$ cat src/rtl/gas_pattern_detector.sv
// gas_pattern_detector
//   Serial gas-signature detector. Searches the qualified bit stream (din
//   sampled only when din_valid=1) for a PAT_LEN-bit signature, MSB first.
//   Raises a one-cycle registered `match` pulse and a sticky `dout` alarm that
//   is cleared by `clear`. OVERLAP selects overlapping (1) or restarting (0)
//   search.
//
//   Build option: define GAS_DET_CNT_EN to add the saturating CNT_W-bit
//   `match_cnt` port and counter. Without it the counter and port are absent.
//
//   Reset `arst` is asynchronous and active-high. All outputs are registered.

module gas_pattern_detector #(
    parameter int                 PAT_LEN = 9,
    parameter logic [PAT_LEN-1:0] PATTERN = 9'b101101101,
    parameter bit                 OVERLAP = 1'b1,
    parameter int                 CNT_W   = 8
) (
    input  logic             clk,
    input  logic             arst,
    input  logic             din_valid,
    input  logic             din,
    input  logic             clear,
    output logic             match,
    output logic             dout
`ifdef GAS_DET_CNT_EN
    ,
    output logic [CNT_W-1:0] match_cnt
`endif
);

    // Fill counter must hold the values 0..PAT_LEN inclusive.
    localparam int FILL_W = $clog2(PAT_LEN + 1);
    localparam logic [FILL_W-1:0] FILL_MAX  = FILL_W'(PAT_LEN);
    localparam logic [FILL_W-1:0] FILL_LAST = FILL_W'(PAT_LEN - 1);
    localparam logic [FILL_W-1:0] FILL_ONE  = FILL_W'(1);

    // One-hot encoding leaves unused codes that must be recovered from.
    typedef enum logic [1:0] {
        FILL = 2'b01,
        RUN  = 2'b10
    } state_t;

    // Catch illegal parameterisations at elaboration time.
    generate
        if (PAT_LEN < 2 || PAT_LEN > 16) begin : g_bad_pat_len
            $error("gas_pattern_detector: PAT_LEN must be in 2..16");
        end
        if (CNT_W < 1 || CNT_W > 16) begin : g_bad_cnt_w
            $error("gas_pattern_detector: CNT_W must be in 1..16");
        end
    endgenerate

    logic [PAT_LEN-1:0] hist_reg;
    logic [FILL_W-1:0]  fill_reg;
    state_t             state_reg;
    logic               match_reg;
    logic               dout_reg;

    logic [PAT_LEN-1:0] nxt;
    logic               window_full;
    logic               hit;

    // Candidate window including the bit being presented this cycle.
    assign nxt = {hist_reg[PAT_LEN-2:0], din};

    // The current bit completes a full window when PAT_LEN-1 bits are
    // already held, so the match can be flagged on the same edge.
    assign window_full = (fill_reg >= FILL_LAST);
    assign hit         = din_valid && window_full && (nxt == PATTERN);

    // Window shift register, fill count, FILL/RUN state and match pulse.
    always_ff @(posedge clk or posedge arst) begin
        if (arst) begin
            hist_reg  <= '0;
            fill_reg  <= '0;
            state_reg <= FILL;
            match_reg <= 1'b0;
        end else begin
            match_reg <= hit;
            case (state_reg)
                FILL, RUN: begin
                    if (din_valid) begin
                        hist_reg <= nxt;
                        if (hit && !OVERLAP) begin
                            // Restart so no bit of the matched window is reused.
                            fill_reg  <= '0;
                            state_reg <= FILL;
                        end else begin
                            if (fill_reg != FILL_MAX) begin
                                fill_reg <= fill_reg + FILL_ONE;
                            end
                            state_reg <= window_full ? RUN : FILL;
                        end
                    end
                end
                default: begin
                    fill_reg  <= '0;
                    state_reg <= FILL;
                end
            endcase
        end
    end

    // Sticky alarm: a hit sets it and takes priority over a coincident clear.
    always_ff @(posedge clk or posedge arst) begin
        if (arst) begin
            dout_reg <= 1'b0;
        end else if (hit) begin
            dout_reg <= 1'b1;
        end else if (clear) begin
            dout_reg <= 1'b0;
        end
    end

    assign match = match_reg;
    assign dout  = dout_reg;

`ifdef GAS_DET_CNT_EN
    localparam logic [CNT_W-1:0] CNT_ONE = CNT_W'(1);

    logic [CNT_W-1:0] cnt_reg;
    logic [CNT_W-1:0] cnt_base;
    logic [CNT_W-1:0] cnt_next;

    // Clear is applied first, then a hit increments on top of the result.
    always_comb begin
        cnt_base = clear ? '0 : cnt_reg;
        cnt_next = cnt_base;
        if (hit && !(&cnt_base)) begin
            cnt_next = cnt_base + CNT_ONE;
        end
    end

    // Saturating match counter register.
    always_ff @(posedge clk or posedge arst) begin
        if (arst) begin
            cnt_reg <= '0;
        end else begin
            cnt_reg <= cnt_next;
        end
    end

    assign match_cnt = cnt_reg;
`endif

endmodule

$ cat config.mk
export PLATFORM = sky130hd
export DESIGN_NAME = gas_pattern_detector
export DESIGN_NICKNAME = d
export VERILOG_FILES = /design/src/rtl/gas_pattern_detector.sv
export SDC_FILE = /design/constraint.sdc
export NUM_CORES = 1
export LEC_CHECK = 0
export ABC_CLOCK_PERIOD_IN_PS = 1300
export BUFFER_PORTS_ARGS = -buffer_cell sky130_fd_sc_hd__buf_2
export CORE_MARGIN = 5
export CORE_UTILIZATION = 25
export CTS_CLUSTER_SIZE = 16
export DETAILED_ROUTE_END_ITERATION = 10
export PLACE_DENSITY = 0.43
export SLEW_MARGIN = 0
export SYNTH_ARGS = -nofsm -noshare
export SYNTH_HDL_FRONTEND = slang
export SYNTH_SLANG_ARGS = --single-unit
export TNS_END_PERCENT = 50
$ cat constraint.sdc
create_clock -name clk -period 1.3 [get_ports clk]
set_input_delay 0.26 -clock clk [delete_from_list [all_inputs] [get_ports clk]]
set_output_delay 0.26 -clock clk [all_outputs]
set_load 0.02 [all_outputs]
# After elaboration in Yosys (flattened, before gate mapping)
# Cells that the tools add are included.
dict set report totals {
  input_bits 5
  mem_bits_rw 0
  mem_count 0
  ff_bits 16
  latchBits 0
  mem_bits_ro 0
}
dict set report classes {
  muxes 8
  bitwise 0
  reduce_logical 6
  n_addsub 1
  multipliers 0
  n_eq_ne 6
  magnitude_cmp 1
  n_div 0
  shift 0
}
# cell n
set ops {}
lappend ops {{$mux 4} 3}
lappend ops {{$eq 9x9->1 const B} 1}
lappend ops {{$mux 2} 3}
lappend ops {{$add 4x1->4 const B} 1}
lappend ops {{$ge 4x4->1 const B} 1}
lappend ops {{$ne 2x2->1 const B} 2}
lappend ops {{$ne 4x4->1 const B} 1}
lappend ops {{$reduce_and 2->1} 2}
lappend ops {{$eq 2x1->1 const B} 1}
lappend ops {{$eq 2x2->1 const B} 1}
lappend ops {{$logic_and 1x1->1} 2}
lappend ops {{$mux 1} 2}
lappend ops {{$reduce_bool 2->1} 1}
lappend ops {{$reduce_or 2->1} 1}

# Depth between registers and ports, before layout
# Gate-level depths: netlist (run 1).
dict set report logic_depth {
  depth_word 4
  depth_mapped 5
}

# Worst setup path before layout (run 1)
# OpenSTA, ideal clock, no wires.
dict set report synth_path {
  kind {reg-to-reg}
  start {register state_reg[0]}
  end {register hist_reg[0]}
  period_less_slack_ns 1.338
  t_arrival_ns 1.213
  path_stages_with_launch 4
  required_ns 1.175
  setup_ns 0.125
  path_slack_ns -0.038
  path_buffers 0
  cell_sequence {dfstp_2 xor2_2 nand2_4 mux2_2}
}
dict set report synth_via {
  elab_chain_len 3
}
# item line_no
set synth_lines {}
lappend synth_lines {{start, declared} 56} ;# state_t state_reg;
lappend synth_lines {{start signal, assigned} 93} ;# state_reg <= window_full ? RUN : FILL;
lappend synth_lines {{$eq 2x1->1 / $eq 2x2->1 (equally long branches)} 81} ;# case (state_reg)
lappend synth_lines {{$reduce_or 2->1 (*)} 81}
lappend synth_lines {{$reduce_and 2->1 (no line) (*)} --}
lappend synth_lines {{end signal, assigned} 84} ;# hist_reg <= nxt;
lappend synth_lines {{end, declared} 54} ;# logic [PAT_LEN-1:0] hist_reg;
# Every way passes the cells marked *; elsewhere a longest branch is shown, timed or not.
# A chain may end at the register's enable or synchronous reset.

# Worst setup path after layout (run 1)
# Same ends and word-level chain as after synthesis.

==> results.md, run 1 <==
- WP buf/inv: 0
- Synth cell types: 24
- Slew HR: 85.91%
- Post-layout util: 32.29%
- WL met1: 651 µm
- Mapped cell area: 738.2 µm²
- Syn Inst Count: 59
- Min-Delay Path Class: in -> reg
- GPL Wtd Cong: 0.6990
- Static Leakage: 0.4085 nW
- Ranking of synthesized cells by area: dfrtp_1 51%, mux2_2 12%, ha_1 5.1%
- H-tree levels: 1
- Starting Density: 26.32%
- Max cap viols: 0
- Worst skew pair latency: 290 ps
- Clock sinks: 16
- Via count: 490
- Crit path max fanout: 8
- DR top layer: met4
- Top cell type's share of synthesized area: 50.85%
- Clk buf depth: 2
- Antenna Cells: 0
- Crit-path max cell delay: 590 ps
- DRC: 0
- Post-route ant nets: 0
- Die Span X: 64.34 µm
- DP HPWL: 999.2 µm
- Worst Skew: 10.33 ps
- Req. time, crit path: 1480 ps
- Die Span Y: 64.34 µm
- Min setup slack post-route: -11.60 ps
- Largest area contributor in the netlist: dfrtp_1
- P&R area growth vs syn: 22.71%
- CTS tree: yes
- Placed insts: 100
- Final wirelength: 1.368 mm
- Critical path's slowest cell: dfstp_2
- I/O pin cnt: 7
- Fin crit period: 1312 ps
- Num rows: 19
- Pwr Total: 1.735 mW
- Vias per cell: 4.623
- Worst path arrival time: 1490 ps
- Max VDD drop: 997.9 µV
- Power Density: 1916 nW/µm²
- WL met2: 619 µm
- Critical Path Source Type: flip-flop
- Fin crit share: 100.9%
- RSZ-0062 raised after global routing: yes
- Failing checks: setup timing
- Final Max Tran Viols: 0
- CP endpoint kind: flip-flop
- Die area: 4140 µm²
- Setup-failing EPs final: 8
- 1st-iter DRT viols: 22
- Wire per inst: 12.91 µm
- R2R Setup Slk: -10 ps
- WS Path Type: reg -> reg
- Clock Root Buffer: clkbuf_4
- Peak Freq: 0.7624 GHz
- Yosys warning total: 0
- Seq/Total Area, Yosys: 54.41%
- R2R depth: 3
- Wire length of the first global-routing pass: 2.401 mm
- Gr usage total: 7.867%
- Synthesized flop and latch total: 16
- Worst hold margin: 126.7 ps
- Core Region: 2805 µm²
- Post-Syn Nets: 67
- Gr ovfl total: 0
- IO Port Bufs: 6
- Num CTS Buffers: 3
- Least-Margin Pin Slew: 210.7 ps
- Vias in the first global route: 513
- WP depth: 3
- Max FFs per register: 8
- Share of layout cells above drive strength 1: 36.00%
- Fin cells: 106
- Run status: finished with violations
- Initial antenna violation count: 0
- # nets final: 84
- Largest net degree at the start of global routing: 17
- Final Hold Vio Count: 0
- CP top delay family: flip-flops
- Syn Area/Cell: 12.51 µm²
- Met3 wire length: 71 µm
- Hold depth: 2
- DRT Pass-1 Iters: 4
- Critical-path cell list: xor2_4, nand2_4, mux2_2
- CTS clock-pin slew for the worst setup and hold paths: 100 ps
## worst paths after layout
path,start,endpoint
worst max-delay path,state_reg[0],hist_reg[0]
worst max register to register,state_reg[0],hist_reg[0]
worst min-delay path,clear,dout
max in group asynchronous,arst,state_reg[0]
worst min register to register,hist_reg[7],hist_reg[7]
min in group asynchronous,arst,fill_reg[1]
## placed cells by master (no fill, tap or decap), types with 3 or more instances in the layout
master    netlist  final
clkbuf_4        0      3
buf_4           0      4
mux2_2          8      8
buf_2           0      6
nand2_1         3      3
dfrtp_1        15     15
ha_1            3      3
inv_1           5      5
## report_power, final
| part | internal, mW | total (mW) | switching [mW] |
|---|---|---|---|
| clock network | 0.171 | 0.336 | 0.166 |
| logic | 0.321 | 0.551 | 0.229 |
| registers | 0.690 | 0.848 | 0.158 |
## area by class of cell
cell class	count	area, µm²
Fill cell	298	1899
Multi-Input combinational cell	38	329.1
Clock buffer	4	36.28
Timing Repair Buffer	12	81.33
Inverter	5	18.77
Sequential cell	16	401.6
Tap cell	31	38.79
## layer usage
metal,up-vias,global-route usage (%)
li1,239,-
met1,239,9.493
met2,7,11.21
met3,5,4.378
met4,0,3.958
met5,-,0
## through the flow
stage          TNS [ps]  cell area [µm²]  setup WS [ps]
2_1_floorplan         0            749.5          10.50
3_3_place_gp          0            848.3          34.98
3_5_place_dp          0            848.3          6.300
4_1_cts          -4.736            902.1         -4.736
5_1_grt          -213.0            905.9         -29.26
6_report         -60.16            905.9         -11.60
## what timing repair did
item | in CTS | in global routing
setup endpoints to repair | 4 | 10
buffers inserted | 1 | 0
gates resized for setup | 0 | 1
endpoints found under the hold margin | 15 | 0
hold buffers | 1 | 0
pin swaps | 0 | 1
## worst reg2reg max path: stages, from the launching register on
cell     delay (ps)
dfstp_2         590
xor2_4          200
nand2_4         120
mux2_2          290
## Yosys cell counts, drive strengths merged
library cell  number
dfrtp             15
mux2               8
inv                5
nand2              4
ha                 3
and2               2
nand3              2
nand4b             2
nor2               2
o211ai             2
o21a               2
o31ai              2
a211oi             1
and3b              1
dfstp              1
nand4              1
nor3               1
o21ai              1
o32ai              1
or2b               1
xnor2              1
xor2               1
## kinds of logic after synthesis
| family | synth area share [%] |
|---|---|
| AO/OA/AOI/OAI | 8.981 |
| XOR/XNOR | 3.391 |
| adder cells (fa/ha/maj) | 5.085 |
| buffers and inverters | 2.543 |
| flip-flops | 54.41 |
| multiplexers | 12.20 |
| AND/OR/NAND/NOR | 13.39 |
(Power assumes the default switching activity.)
==> inputs of run 2 (changes only) <==
Settings changed: ABC_AREA set to 1, CAP_MARGIN set to 20, PLACE_DENSITY 0.43 to 0.42.
==> results.md, run 2 <==
- Run status: finished clean
- Crit path max fanout: 12
- Least-Margin Pin Slew: 212.6 ps
- Most frequent cells in the layout: 22 x nand2_1, 15 x dfrtp_1, 13 x inv_1
- Post-synth EDFFs: 0
- Min-Delay Path Class: in -> reg
- Die Span Y: 66.20 µm
- Worst Skew: 6.966 ps
- Min setup slack post-route: 99.83 ps
- GPL Wtd Cong: 0.6971
- Clk buf depth: 2
- 1st-iter DRT viols: 19
- Setup TNS: 0 ps
- Final wirelength: 1.299 mm
- # nets final: 109
- Async SR Flop Fraction: 100.0%
- WS Path Type: reg -> reg
- Final Hold Vio Count: 0
- Setup-failing EPs final: 0
- Share of layout cells above drive strength 1: 27.00%
- P&R area growth vs syn: 17.12%
- Peak Freq: 0.8332 GHz
- Vias in the first global route: 556
- Syn Area/Cell: 8.972 µm²
- Num rows: 20
- Most common cell in the netlist: nand2_1
- Largest area contributor in the netlist: dfrtp_1
- CTS tree: yes
- Max cap viols: 0
- Dpl ws: 67.25 ps
- Wire length of the first global-routing pass: 2.332 mm
- Synth cell types: 16
- DRT Pass-1 Iters: 3
- RSZ-0062 raised after global routing: no
- Initial antenna violation count: 0
- DP HPWL: 1.036 mm
- Ranking of synthesized cells by area: dfrtp_1 48%, nand2_1 10%, o21ai_2 8.9%
- Yosys warning total: 0
- Main synth FF type: dfrtp_1
- Gr usage total: 7.297%
- Slew HR: 85.83%
- Fin crit share: 92.32%
- Die Span X: 66.20 µm
- Most common library cells after synthesis: 22 x nand2_1, 15 x dfrtp_1, 14 x inv_1
- IO Port Bufs: 6
- Via count: 561
- Num CTS Buffers: 3
- Wire per inst: 9.021 µm
- Max FFs per register: 8
- Clock sinks: 16
- Critical Path Source Type: flip-flop
- Commonest non-fill, non-tap cell in the layout: nand2_1
- Pwr Total: 1.516 mW
- Req. time, crit path: 1470 ps
- Gr ovfl total: 0
- CTS clock-pin slew for the worst setup and hold paths: 80 ps
- Post-route ant nets: 0
- Synthesized flop and latch total: 16
- Vias per cell: 3.896
- Top cell type's share of synthesized area: 47.54%
- Fin crit period: 1200 ps
- Core Region: 3053 µm²
- Final Max Tran Viols: 0
- Clock Root Buffer: clkbuf_4
- Die area: 4382 µm²
- CP endpoint kind: flip-flop
- Syn Inst Count: 88
- Max VDD drop: 856.6 µV
- Mapped cell area: 789.5 µm²
- Worst skew pair latency: 280 ps
- Worst path arrival time: 1370 ps
- Largest net degree at the start of global routing: 17
- I/O pin cnt: 7
- H-tree levels: 1
- Starting Density: 25.86%
- Seq/Total Area, Yosys: 50.87%
- Antenna Cells: 0
- DRC: 0
- Post-Syn Nets: 96
- Static Leakage: 0.4751 nW
- Power Density: 1639 nW/µm²
## run 2: changes by cell type after synthesis, moves of 3 or more
cell     previous run  this run
nand2_1             3        22
inv_1               5        14
mux2_2              8         0
o21ai_2             0         8
nand3_1             2         9
nor2_1              2         5
## run 2: area by class of cell
type	instances	area, µm²
fillers	340	2128
flip-flops and latches	16	401.6
multi-input cells	54	315.3
repair buffers	11	70.07
inverters	15	56.30
well taps	44	55.05
clock buffers	4	26.28
## run 2: kinds of logic after synthesis
kind of cell / after synthesis / synth area share (%)
buffers and inverters: 18 / 10.14
xor gates and xnor gates: 2 / 2.219
adders and majority gates: 3 / 4.755
AOI/OAI and AO/OA: 8 / 8.875
and+or+nand+nor: 41 / 23.14
DFF: 16 / 50.87
## run 2: timing repair
action / in CTS / in global routing
hold buffers: 1 / 0
buffers inserted: 0 / 0
endpoints found under the hold margin: 15 / 0
setup endpoints to repair: 0 / 8
gates resized for setup: 0 / 2
## run 2: worst paths after layout
kind / from / to / slack (ps) / depth (start not counted)
min in group asynchronous: arst / fill_reg[2] / 510 / 4
min reg2reg: hist_reg[0] / hist_reg[0] / 480 / 2
max reg2reg: state_reg[0] / hist_reg[2] / 100 / 5
min: clear / dout / 210 / 4
max in group asynchronous: arst / state_reg[0] / 530 / 4
max: state_reg[0] / hist_reg[2] / 100 / 5
## run 2: worst max-delay path: stages, from the launching register on
cell and delay, ps:
dfstp_2 550, xor2_2 170, nand2_1 70, buf_4 180, nand2_1 80, o21ai_2 50
## run 2: metrics by stage
step,util (%),cell area (µm²),hold WS [ps],std cells
floorplan,-,789.5,173.0,88
global placement,28.85,880.8,281.4,139
detailed placement,28.85,880.8,282.6,139
CTS,30.04,917.1,203.3,144
global route,30.29,924.6,203.0,144
finish,30.29,924.6,209.4,144
## run 2: power by group
group / internal, mW / leakage, nW / total, mW / switching [mW]
logic: 0.202 / 0.251 / 0.486 / 0.285
registers: 0.651 / 0.209 / 0.762 / 0.112
clock network: 0.119 / 0.0150 / 0.267 / 0.148
total: 0.971 / 0.475 / 1.52 / 0.544
## run 2: layer usage
layer | track usage (%) | up-vias | part of all wire [%]
met5 | 0 | - | 0
met3 | 2.891 | 2 | 4.9
met1 | 8.316 | 258 | 50
met2 | 11.28 | 6 | 44
met4 | 4.569 | 0 | 1.0
li1 | - | 295 | -
==> inputs of run 3 (changes only) <==
Settings changed: ABC_CLOCK_PERIOD_IN_PS 1300 to 1500, PLACE_DENSITY 0.42 to 0.41, RECOVER_POWER set to 50.
Clock period 1.3 ns to 1.5 ns, I/O delays scaled along.
==> results.md, run 3 (synthesis results as in run 2) <==
- Critical path's slowest cell: dfstp_2
- Commonest non-fill, non-tap cell in the layout: nand2_1
- Area after DPL: 865.8 µm²
- Max cap viols: 0
- Crit-path max cell delay: 540 ps
- Vias in the first global route: 576
- Fin crit period: 1341 ps
- CP endpoint kind: flip-flop
- Post-route cell area: 909.6 µm²
- RSZ-0062 raised after global routing: no
- Largest net degree at the start of global routing: 17
- Fillers: 360
- Vias per cell: 4.042
- Peak Freq: 0.7457 GHz
- 1st-iter DRT viols: 26
- Static Leakage: 0.4701 nW
- I/O pin cnt: 7
- Fin crit share: 89.40%
- Setup TNS: 0 ps
- DP HPWL: 1.010 mm
- Num rows: 20
- Initial antenna violation count: 0
- # nets final: 107
- Post-route ant nets: 0
- Max VDD drop: 589.2 µV
- Final Hold Vio Count: 0
- Slew HR: 71.16%
- Clock Root Buffer: clkbuf_4
- Gr usage total: 7.660%
- Wire length of the first global-routing pass: 2.525 mm
- H-tree levels: 1
- Met3 wire length: 68 µm
- WS Path Type: reg -> reg
- Setup-failing EPs final: 0
- Wire per inst: 10.01 µm
- Die area: 4382 µm²
- Run status: finished clean
- CTS tree: yes
- Worst Skew: 5.307 ps
- DRT Pass-1 Iters: 4
- Req. time, crit path: 1680 ps
- DR top layer: met4
- Die Span Y: 66.20 µm
- Gr ovfl total: 0
- Worst path most repeated cell: nand2_1
- Clock sinks: 16
- Final Max Tran Viols: 0
- P&R area growth vs syn: 15.21%
- Cts repair resizes: 0
- CTS clock-pin slew for the worst setup and hold paths: 100 ps
- Min-Delay Path Class: in -> reg
- Clk buf depth: 2
- Num CTS Buffers: 3
- Crit path max fanout: 12
- Critical-path cell list: xor2_1, nand2_1, nand2_1, o21ai_2
- Max FFs per register: 8
- WL met2: 700 µm
- Most frequent cells in the layout: 22 x nand2_1, 15 x dfrtp_1, 14 x inv_1
- Share of layout cells above drive strength 1: 24.49%
- Least-Margin Pin Slew: 431.6 ps
- Die Span X: 66.20 µm
- WL met1: 641 µm
- Pwr Total: 1.346 mW
- WP buf/inv: 0
- Antenna Cells: 0
- GPL Wtd Cong: 0.7440
- Core Region: 3053 µm²
- Final wirelength: 1.422 mm
- Critical Path Source Type: flip-flop
- CP top delay family: flip-flops
- IO Port Bufs: 6
- Worst skew pair latency: 290 ps
- Power Density: 1479 nW/µm²
- Via count: 574
- Worst path arrival time: 1520 ps
- DRC: 0
- Starting Density: 25.86%
run 3: path summary, 6_finish.rpt:
| kind | from | endpoint | slack (ps) | cells after the start |
|---|---|---|---|---|
| setup / recovery | state_reg[0] | hist_reg[2] | 160 | 4 |
| hold / removal | clear | dout | 230 | 4 |
| setup reg to reg | state_reg[0] | hist_reg[2] | 160 | 4 |
| hold reg to reg | hist_reg[0] | hist_reg[0] | 480 | 2 |
| max in group asynchronous | arst | state_reg[0] | 560 | 4 |
| min in group asynchronous | arst | fill_reg[0] | 610 | 4 |
run 3: worst register-to-register path, cell delays in order (launching register included):
cell and delay [ps]:
dfstp_2 540, xor2_1 170, nand2_1 290, nand2_1 170
o21ai_2 60
run 3: through the flow:
step	utilization (%)	instances	hold WS [ps]	setup slack, ps
floorplan	-	88	213.0	349.2
global placement	28.36	137	321.0	177.2
detailed placement	28.36	137	326.0	154.2
CTS	29.88	142	226.0	148.0
global route	29.80	142	250.1	41.39
finish	29.80	142	232.9	158.9
run 3: layout make-up:
cell class                 instances  area [µm²]  area share (%)
sequential                        16       401.6           44.15
multi-input combinational         54       307.8           33.84
inverter                          15       56.30           6.190
tap                               44       55.05           6.052
timing repair buffer               9       52.55           5.777
clock buffer                       4       36.28           3.989
run 3: where the power goes:
| part | switching (mW) | leakage, nW | internal (mW) |
|---|---|---|---|
| sequential | 0.0892 | 0.209 | 0.564 |
| clock | 0.148 | 0.0210 | 0.148 |
| combinational | 0.245 | 0.240 | 0.152 |
run 3: routing by layer:
layer  vias up  global-route usage [%]
met5         -                       0
met1       276                   8.551
met4         0                   1.523
met3         2                   3.912
li1        289                       -
met2         7                   13.01
run 3: what timing repair did:
item,4_1_cts,5_1_grt
hold buffers,1,0
hold endpoints to repair,7,0
buffers inserted,0,0
